--- config.mk ---
export PLATFORM = sky130hd
export DESIGN_NAME = usb_status_tx
export DESIGN_NICKNAME = d
export VERILOG_FILES = /design/src/rtl/usb_status_tx.sv
export SDC_FILE = /design/constraint.sdc
export NUM_CORES = 1
export LEC_CHECK = 0
export ABC_AREA = 0
export CAP_MARGIN = 20
export CORE_UTILIZATION = 27
export DETAILED_ROUTE_END_ITERATION = 7
export GPL_TIMING_DRIVEN = 0
export MAX_ROUTING_LAYER = met4
export PLACE_DENSITY_LB_ADDON = 0.25
export SYNTH_ARGS = -nofsm -noshare
export SYNTH_HDL_FRONTEND = slang
export SYNTH_SLANG_ARGS = --single-unit
--- constraint.sdc ---
create_clock -name clk_100M -period 2.4 [get_ports clk_100M]
set_input_delay 0.24 -clock clk_100M [delete_from_list [all_inputs] [get_ports clk_100M]]
set_output_delay 0.24 -clock clk_100M [all_outputs]
set_load 0.01 [all_outputs]
--- src/rtl/usb_status_tx.sv ---
// usb_status_tx: snapshots front-end/scan/link state and writes a 32-byte status packet into the USB TX FIFO.
// Byte 31 carries a two's-complement checksum when USB_STATUS_TX_CSUM_EN is defined, otherwise 0x00.
module usb_status_tx #(
  parameter int unsigned PERIOD_CYCLES = 1_000_000
) (
  input  logic        clk_100M,
  input  logic        rst,
  output logic        usb_wr_clk,
  output logic        usb_wr_valid,
  output logic [7:0]  usb_writedata,
  input  logic [7:0]  usb_tx_free,
  input  logic        cont_en,
  input  logic [15:0] cont_gain,
  input  logic [15:0] cont_off,
  input  logic        scan_busy,
  input  logic [31:0] line_count,
  input  logic        ovf_flag,
  input  logic        tx_req,
  output logic        tx_busy,
  output logic        tx_done
);

  typedef enum logic [1:0] {IDLE, WAIT_SPACE, SEND} state_e;

  localparam logic [31:0] TIMER_LAST = PERIOD_CYCLES - 1;

  state_e      state_q, state_d;
  logic [31:0] timer_q;
  logic        tick, trig, start;
  logic        pending_q;
  logic [7:0]  drop_q, drop_snap_q;
  logic [7:0]  seq_q;
  logic [4:0]  idx_q;
  logic        done_q;
  logic        en_q, busy_q, ovf_q;
  logic [15:0] gain_q, off_q;
  logic [31:0] lc_q;
  logic [7:0]  field_byte;
  logic [7:0]  csum_byte;

  assign usb_wr_clk = clk_100M;

  // Free-running period timer; PERIOD_CYCLES of 0 parks it and suppresses ticks.
  always_ff @(posedge clk_100M) begin
    if (rst || PERIOD_CYCLES == 0 || timer_q == TIMER_LAST) timer_q <= '0;
    else timer_q <= timer_q + 32'd1;
  end

  assign tick  = (PERIOD_CYCLES != 0) && (timer_q == TIMER_LAST);
  assign trig  = tx_req | tick;
  assign start = (state_q == IDLE) && (trig || pending_q);

  always_ff @(posedge clk_100M) begin
    if (rst) state_q <= IDLE;
    else     state_q <= state_d;
  end

  always_comb begin
    state_d = state_q;
    unique case (state_q)
      IDLE:       if (trig || pending_q) state_d = WAIT_SPACE;
      WAIT_SPACE: if (usb_tx_free >= 8'd32) state_d = SEND;
      SEND:       if (idx_q == 5'd31) state_d = IDLE;
      default:    state_d = IDLE;
    endcase
  end

  always_ff @(posedge clk_100M) begin
    if (rst) begin
      pending_q   <= 1'b0;
      drop_q      <= '0;
      drop_snap_q <= '0;
      seq_q       <= '0;
      idx_q       <= '0;
      done_q      <= 1'b0;
      en_q        <= 1'b0;
      busy_q      <= 1'b0;
      ovf_q       <= 1'b0;
      gain_q      <= '0;
      off_q       <= '0;
      lc_q        <= '0;
    end else begin
      done_q <= 1'b0;
      if (start) begin
        en_q        <= cont_en;
        busy_q      <= scan_busy;
        ovf_q       <= ovf_flag;
        gain_q      <= cont_gain;
        off_q       <= cont_off;
        lc_q        <= line_count;
        drop_snap_q <= drop_q;
        pending_q   <= 1'b0;
        drop_q      <= '0;
      end else if (state_q != IDLE && trig) begin
        // Only one packet can be queued; further requests are counted as drops.
        if (!pending_q)            pending_q <= 1'b1;
        else if (drop_q != 8'hFF)  drop_q    <= drop_q + 8'd1;
      end
      if (state_q == WAIT_SPACE) idx_q <= '0;
      else if (state_q == SEND)  idx_q <= idx_q + 5'd1;
      if (state_q == SEND && idx_q == 5'd31) begin
        done_q <= 1'b1;
        seq_q  <= seq_q + 8'd1;
      end
    end
  end

  always_comb begin
    field_byte = 8'h00;
    case (idx_q)
      5'd0:    field_byte = 8'hA5;
      5'd1:    field_byte = seq_q;
      5'd2:    field_byte = {5'b0, ovf_q, busy_q, en_q};
      5'd3:    field_byte = gain_q[7:0];
      5'd4:    field_byte = gain_q[15:8];
      5'd5:    field_byte = off_q[7:0];
      5'd6:    field_byte = off_q[15:8];
      5'd7:    field_byte = lc_q[7:0];
      5'd8:    field_byte = lc_q[15:8];
      5'd9:    field_byte = lc_q[23:16];
      5'd10:   field_byte = lc_q[31:24];
      5'd11:   field_byte = drop_snap_q;
      default: field_byte = 8'h00;
    endcase
  end

`ifdef USB_STATUS_TX_CSUM_EN
  logic [7:0] csum_q;

  // Running sum of bytes already sent; negated it makes the whole packet sum to zero.
  always_ff @(posedge clk_100M) begin
    if (rst || state_q != SEND) csum_q <= '0;
    else                        csum_q <= csum_q + field_byte;
  end

  assign csum_byte = 8'h00 - csum_q;
`else
  assign csum_byte = 8'h00;
`endif

  always_comb begin
    usb_wr_valid  = (state_q == SEND);
    tx_busy       = (state_q != IDLE);
    tx_done       = done_q;
    usb_writedata = 8'h00;
    if (state_q == SEND) usb_writedata = (idx_q == 5'd31) ? csum_byte : field_byte;
  end

endmodule

# After elaboration in Yosys (flattened, before gate mapping)
# Cells that the tools add are included.
dict set report totals {
  elab_cells 59
  output_inout_bits 12
  reg_bits 132
  in_bits 78
}
dict set report classes {
  magnitude_cmp 1
  n_reduce_logical 12
  n_bitwise 1
  n_eq_ne 19
  addsub 4
  muxes 8
}
# operator n
set ops {}
lappend ops {{$pmux W8 S12} 1}
lappend ops {{$add A32 B1 Y32 const B} 1}
lappend ops {{$eq A32 B20 Y1 const B} 1}
lappend ops {{$eq A5 B3 Y1 const B} 4}
lappend ops {{$eq A5 B4 Y1 const B} 4}
lappend ops {{$add A8 B1 Y8 const B} 2}
lappend ops {{$mux W8} 2}
lappend ops {{$eq A5 B2 Y1 const B} 2}
lappend ops {{$ge A8 B6 Y1 const B} 1}
lappend ops {{$ne A8 B8 Y1 const B} 1}
lappend ops {{$mux W2} 3}
lappend ops {{$pmux W2 S3} 1}
lappend ops {{$reduce_and A3 Y1} 2}
lappend ops {{$add A5 B1 Y5 const B} 1}
lappend ops {{$eq A5 B1 Y1 const B} 1}
lappend ops {{$eq A5 B5 Y1 const B} 1}
lappend ops {{$logic_not A5 Y1} 1}
lappend ops {{$ne A2 B1 Y1 const B} 2}
lappend ops {{$reduce_or A2 Y1} 2}
lappend ops {{$logic_and A1 B1 Y1} 3}
lappend ops {{$eq A2 B1 Y1 const B} 1}
lappend ops {{$eq A2 B2 Y1 const B} 1}
lappend ops {{$logic_not A2 Y1} 1}
lappend ops {{$logic_or A1 B1 Y1} 2}
lappend ops {{4 further kinds} 4}

# Logic depth before layout (Yosys ltp)
# Gate-level depths: netlist (run 1).
dict set report logic_depth {
  ltp_word 5
  ltp_mapped 9
  ltp_nobuf 8
}

==> results of run 1 <==
==> layer usage <==
| layer | routed length (um) | GRT usage | up-vias |
|---|---|---|---|
| li1 | - | - | 2998 |
| met4 | 297 | 0.0537 | 0 |
| met2 | 10500 | 0.302 | 171 |
| met5 | 0 | - | - |
| met3 | 1160 | 0.0471 | 19 |
| met1 | 9370 | 0.224 | 2913 |
==> final cells by class <==
| type | count | area, um^2 |
|---|---|---|
| clock inverters | 14 | 154 |
| clock buffers | 22 | 524 |
| repair buffers | 100 | 948 |
| fillers | 2292 | 14000 |
| inverters | 11 | 43.8 |
| multi-input cells | 538 | 3650 |
| plain buffers | 61 | 350 |
| well taps | 285 | 357 |
| flip-flops and latches | 132 | 2650 |
| diodes | 3 | 7.51 |
==> what timing repair did <==
action,CTS,global route
setup endpoints to repair,12,61
buffers inserted,11,6
gates resized for setup,110,20
hold endpoints to repair,0,0
hold buffers,0,0
pin swaps,4,4
==> critical path: cells and delay by family, from the launching register on <==
kind,cells,cell delay (ns)
DFF,1,0.37
and+or+nand+nor,1,0.18
buffers and inverters,3,0.51
adders and majority gates,2,0.34
AOI/OAI and AO/OA,3,0.53
==> state kept, by name (all words and copies together) (netlist names) <==
name / cells
tx_done: 1
drop_q: 8
off_q: 16
gain_q: 16
en_q: 1
ovf_q: 1
pending_q: 1
timer_q: 32
state_q: 2
idx_q: 5
drop_snap_q: 8
lc_q: 32
busy_q: 1
seq_q: 8
==> cells by family after synthesis <==
logic type / share of synthesized area
XOR/XNOR: 0.0502
flip-flops: 0.421
adder cells (fa/ha/maj): 0.0159
buffers and inverters: 0.0593
multiplexers: 0.00518
AND/OR/NAND/NOR: 0.219
AO/OA/AOI/OAI: 0.230
==> through the flow <==
stage | worst slack [ns] | instance area, um^2 | hold slack [ns] | power [uW]
floorplan | 0.130 | 6280 | 0.332 | 2800
global placement | -1.01 | 7470 | 0.459 | 3160
detailed placement | -0.981 | 7470 | 0.466 | 3160
CTS | -0.300 | 8560 | 0.160 | 6080
global route | -0.365 | 8680 | 0.163 | 6280
finish | -0.299 | 8680 | 0.168 | 6040
==> final timing paths <==
kind         cells after the start        from                to  slack (ns)
max                              9    idx_q[1]  usb_writedata[0]       -0.30
max reg2reg                      9    idx_q[3]          seq_q[7]        0.03
min reg2reg                      1  timer_q[0]        timer_q[0]        0.48
min                              3         rst         drop_q[1]        0.17
==> where the power goes <==
group	switching, uW	leakage (uW)	internal (uW)	total, uW
clock	1120	0.000317	1830	2940
combinational	414	0.00151	295	709
sequential	92.5	0.00108	2290	2390
total	1620	0.00290	4420	6040
==> cell usage after synthesis, types with 7 or more instances <==
master	count	share of area
dfxtp_1	132	0.42
nand3_1	98	0.078
a21oi_1	95	0.076
o21ai_0	60	0.048
nor2_1	55	0.033
clkbuf_1	45	0.027
o21ai_1	21	0.017
xnor2_1	20	0.028
xor2_1	16	0.022
nand2_1	15	0.0090
nor3_1	15	0.012
a221oi_1	14	0.020
nand4_1	13	0.013
and3_1	11	0.011
inv_1	10	0.0060
a22oi_1	9	0.011
buf_2	9	0.0072
a31oi_1	8	0.0080
ha_1	8	0.016
a22o_1	7	0.0098
==> results.yml, run 1 <==
outcome:
  status: "finished with violations"
  violations: "negative setup slack"
route:
  wl_um: 21300
  drtAntennaViolNets: 0
  vias: 6101
  vias_per_cell: 5.23
  route.detailed.drc: 0
  wl_per_cell_um: 18.3
  first_iter_violations: 420
  first_pass_iters: 6
sta:
  min_period_ns: 2.70
  tightest_slew_ns: 0.736
  rsz0062_at_grt: "true"
  post-route-period-util: 1.12
  finalSetupViolations: 8
  max_slew_margin: 0.509
  finClkSkew_ns: 0.00700
  setup_slack_ns: -0.299
  max_freq_mhz: 371
  slew_viol_final: 0
  hold_viol_final: 0
  setup_tns_ns: -2.18
floorplan:
  core-area_um2: 22700
  dieArea_um2: 23900
  die_h_um: 155
  start_util: 0.277
  die_x_um: 155
  io_pins: 90
  row_count: 55
layout:
  drive_above_1_share: 0.170
  layout_common_cells: "dfxtp_1 (130), nand3_1 (98), a21oi_1 (94), clkdlybuf4s50_1 (75), o21ai_0 (60)"
  syn_to_final_growth_pct: 38.2
  layoutNonFillerInstCount: 1166
  finish.utilization: 0.382
  final_common_cell: "dfxtp_1"
  nNetsFinal: 951
worst_setup_path:
  worst_setup_path_end_kind: "output port"
  cpMaxStageDelayCell: "dfxtp_4"
  worstPathArrival_ns: 2.46
  path_common_cell: "ha_4"
  start_kind: "flop"
  cp_cell_sequence: "ha_4 -> clkbuf_16 -> and3_4 -> ha_4 -> a2111oi_4 -> o41ai_2 -> buf_4 -> a31oi_4 -> buf_2"
  path_max_fanout: 5
  required_ns: 2.16
  max_stage_delay_ns: 0.37
  worstSetupPathType: "flop to output port"
global_routing:
  antenna_found_initial: 2
  grt_usage: 0.185
  grt_pass1_vias: 5792
  grt_max_degree: 24
  grt_first_pass_wirelength_um: 32700
  overflow: 0
placement:
  dp_cells: 1118
  gp_routability_congestion: 0.894
  port_buffers: 83
  dp_hpwl_um: 15300
pwr:
  power.density_nw_per_um2: 695
  vdd_ir_drop_max_mv: 0.496
  p_leak_uw: 0.00290
synthesis:
  syn_inst: 749
  syn_area_um2: 6280
  synth_fp_nets: 835
  yosys_most_used_dff: "dfxtp_1"
  synth-seq-cells: 132
  synthArstFlopShare: 0
  syn_avg_cell_area_um2: 8.39
  synth_seq_area_share: 0.421
  synth-edff-count: 0
  yosys_warnings: 0
  synth_cell_types: 61
clock_network:
  cts_tree: "yes"
  clk_pin_slew_worst_paths_ns: 0.06
  clk_latency_ns: 0.54
run:
  cap_violations: 0
hold_path:
  min_path_type: "primary input to flop"
No activity file was read; power rests on OpenSTA's default activity.
==> run 2: changes to the inputs <==
==> constraint.sdc (replaced) <==
create_clock -name clk_100M -period 2.4 [get_ports clk_100M]
set_input_delay 0.48 -clock clk_100M [delete_from_list [all_inputs] [get_ports clk_100M]]
set_output_delay 0.48 -clock clk_100M [all_outputs]
set_load 0.01 [all_outputs]
==> results.yml, run 2 (same netlist as run 1, synthesis figures left out) <==
outcome:
  status: "finished with violations"
  violations: "negative setup slack"
route:
  drtAntennaViolNets: 0
  first_pass_iters: 5
  vias: 6147
  route.detailed.drc: 0
  wl_um: 21200
  wl_per_cell_um: 18.2
  first_iter_violations: 485
  vias_per_cell: 5.27
sta:
  post-route-period-util: 1.26
  setup_tns_ns: -4.75
  fin_hold_ws_ns: 0.418
  max_freq_mhz: 331
  finalSetupViolations: 8
  hold_viol_final: 0
  max_slew_margin: 0.589
  tightest_slew_ns: 0.617
  min_period_ns: 3.02
  finClkSkew_ns: 0.00784
  rsz0062_at_grt: "true"
  setup_slack_ns: -0.617
  slew_viol_final: 0
layout:
  design_area_um2: 8760
  layout_common_cells: "dfxtp_1 (127), nand3_1 (98), a21oi_1 (94), clkdlybuf4s50_1 (74), o21ai_0 (57)"
  drive_above_1_share: 0.178
  nNetsFinal: 956
  largest_registers: "lc_q: 32 flops, timer_q: 32 flops"
  syn_to_final_growth_pct: 39.5
  final_common_cell: "dfxtp_1"
  antennaDiodeCount: 0
worst_setup_path:
  cpMaxStageDelayCell: "dfxtp_4"
  path_buf_inv: 3
  start_kind: "flop"
  rr_startpoint: "timer_q[0]"
  reg2reg_to: "gain_q[10]"
  worstSetupPathType: "flop to output port"
  worst_setup_path_end_kind: "output port"
  worstPathArrival_ns: 2.54
  critPathTopFamily: "compound AO/OA/AOI/OAI gates"
  required_ns: 1.92
  ff2ff_setup_slack_ns: 0.17
  cp_cell_sequence: "ha_4 -> clkbuf_16 -> and3_4 -> ha_4 -> a2111oi_4 -> o41ai_4 -> buf_4 -> a31oi_4 -> buf_2"
  path_max_fanout: 6
  r2r.worst_path.cells: 8
  path_common_cell: "ha_4"
  max_stage_delay_ns: 0.37
global_routing:
  grt_usage: 0.184
  grt_first_pass_wirelength_um: 32500
  grt_pass1_vias: 5760
  grt_max_degree: 17
  overflow: 0
  antenna_found_initial: 0
hold_path:
  min_to: "drop_q[2]"
  min_from: "rst"
  min_path_cells: 3
  min_path_type: "primary input to flop"
pwr:
  vdd_ir_drop_max_mv: 0.493
  combPwrFrac: 0.120
  p_sw_uw: 1580
  power.density_nw_per_um2: 712
  p_clk_frac: 0.498
  sw_frac_of_total: 0.254
  p_int_uw: 4650
  p_leak_uw: 0.00296
  seq_power_share: 0.383
  finalPower_uw: 6230
placement:
  place_area_um2: 7490
  port_buffers: 83
  dp_hpwl_um: 15200
  place_ws_ns: -0.923
  gp_routability_congestion: 0.886
clock_network:
  cts_tree: "yes"
  clk_latency_ns: 0.53
  clk_pin_slew_worst_paths_ns: 0.06
  hold_buffers: 0
floorplan:
  core-area_um2: 22700
  io_pins: 90
  row_count: 55
  start_util: 0.277
  die_h_um: 155
  die_x_um: 155
  dieArea_um2: 23900
run:
  cap_violations: 0
run 2: power by group through the flow:
| stage | Combinational [uW] | Sequential (uW) | Clock, uW |
|---|---|---|---|
| after floorplan | 388 | 2380 | 34.3 |
| after global placement | 677 | 2420 | 65.5 |
| after detailed placement | 677 | 2420 | 65.5 |
| after CTS | 724 | 2380 | 3160 |
| after global routing | 819 | 2390 | 3250 |
| final | 747 | 2390 | 3100 |
run 2: repair_timing:
item / in CTS / in global routing
pin swaps: 3 / 4
setup endpoints to repair: 10 / 58
buffers inserted: 14 / 9
gates resized for setup: 94 / 33
run 2: worst register-to-register path, delay by kind of cell (launching register included):
| kind | cells | cell delay, ns |
|---|---|---|
| simple gates | 2 | 0.40 |
| compound gates | 3 | 0.70 |
| flops | 1 | 0.40 |
| fa+ha+maj | 1 | 0.22 |
| buf+inv | 2 | 0.39 |
run 2: per-layer routing:
layer,GRT usage,vias to the layer above,wire (um)
met5,-,-,0
met2,0.303,178,10300
met4,0.0561,0,410
met1,0.224,2946,9430
met3,0.0387,24,1100
li1,-,2999,-
run 2: through the flow:
step | std cells | util
6_report | 1167 | 0.386
5_1_grt | 1167 | 0.386
4_1_cts | 1160 | 0.377
3_5_place_dp | 1117 | 0.330
3_3_place_gp | 1117 | 0.330
2_1_floorplan | 749 | -
run 2: cell type report:
class | count | area, um^2
Fill cell | 2296 | 13900
Timing Repair Buffer | 105 | 976
Multi-Input combinational cell | 538 | 3650
Inverter | 11 | 50.0
Clock inverter | 12 | 179
Tap cell | 285 | 357
Sequential cell | 132 | 2650
Clock buffer | 23 | 537
Buffer | 61 | 360
run 2: worst max path at each step:
stage | startpoint | end | slack, ns | cells past startpoint
2_1_floorplan | idx_q[0] | usb_writedata[0] | 0.003 | 7
3_5_place_dp | idx_q[0] | usb_writedata[0] | -0.92 | 8
6_report | idx_q[0] | usb_writedata[2] | -0.62 | 9
3_3_place_gp | idx_q[0] | usb_writedata[0] | -0.97 | 8
4_1_cts | idx_q[0] | usb_writedata[3] | -0.59 | 9
5_1_grt | idx_q[0] | usb_writedata[0] | -0.67 | 9
==> run 3: changes to the inputs <==
--- a/config.mk
+++ b/config.mk
@@ -6,7 +6,6 @@
 export NUM_CORES = 1
 export LEC_CHECK = 0
 export ABC_AREA = 0
-export CAP_MARGIN = 20
 export CORE_UTILIZATION = 27
 export DETAILED_ROUTE_END_ITERATION = 7
 export GPL_TIMING_DRIVEN = 0
==> results of run 3 <==
Final layout, timing and power as in run 2 (identical DEF).
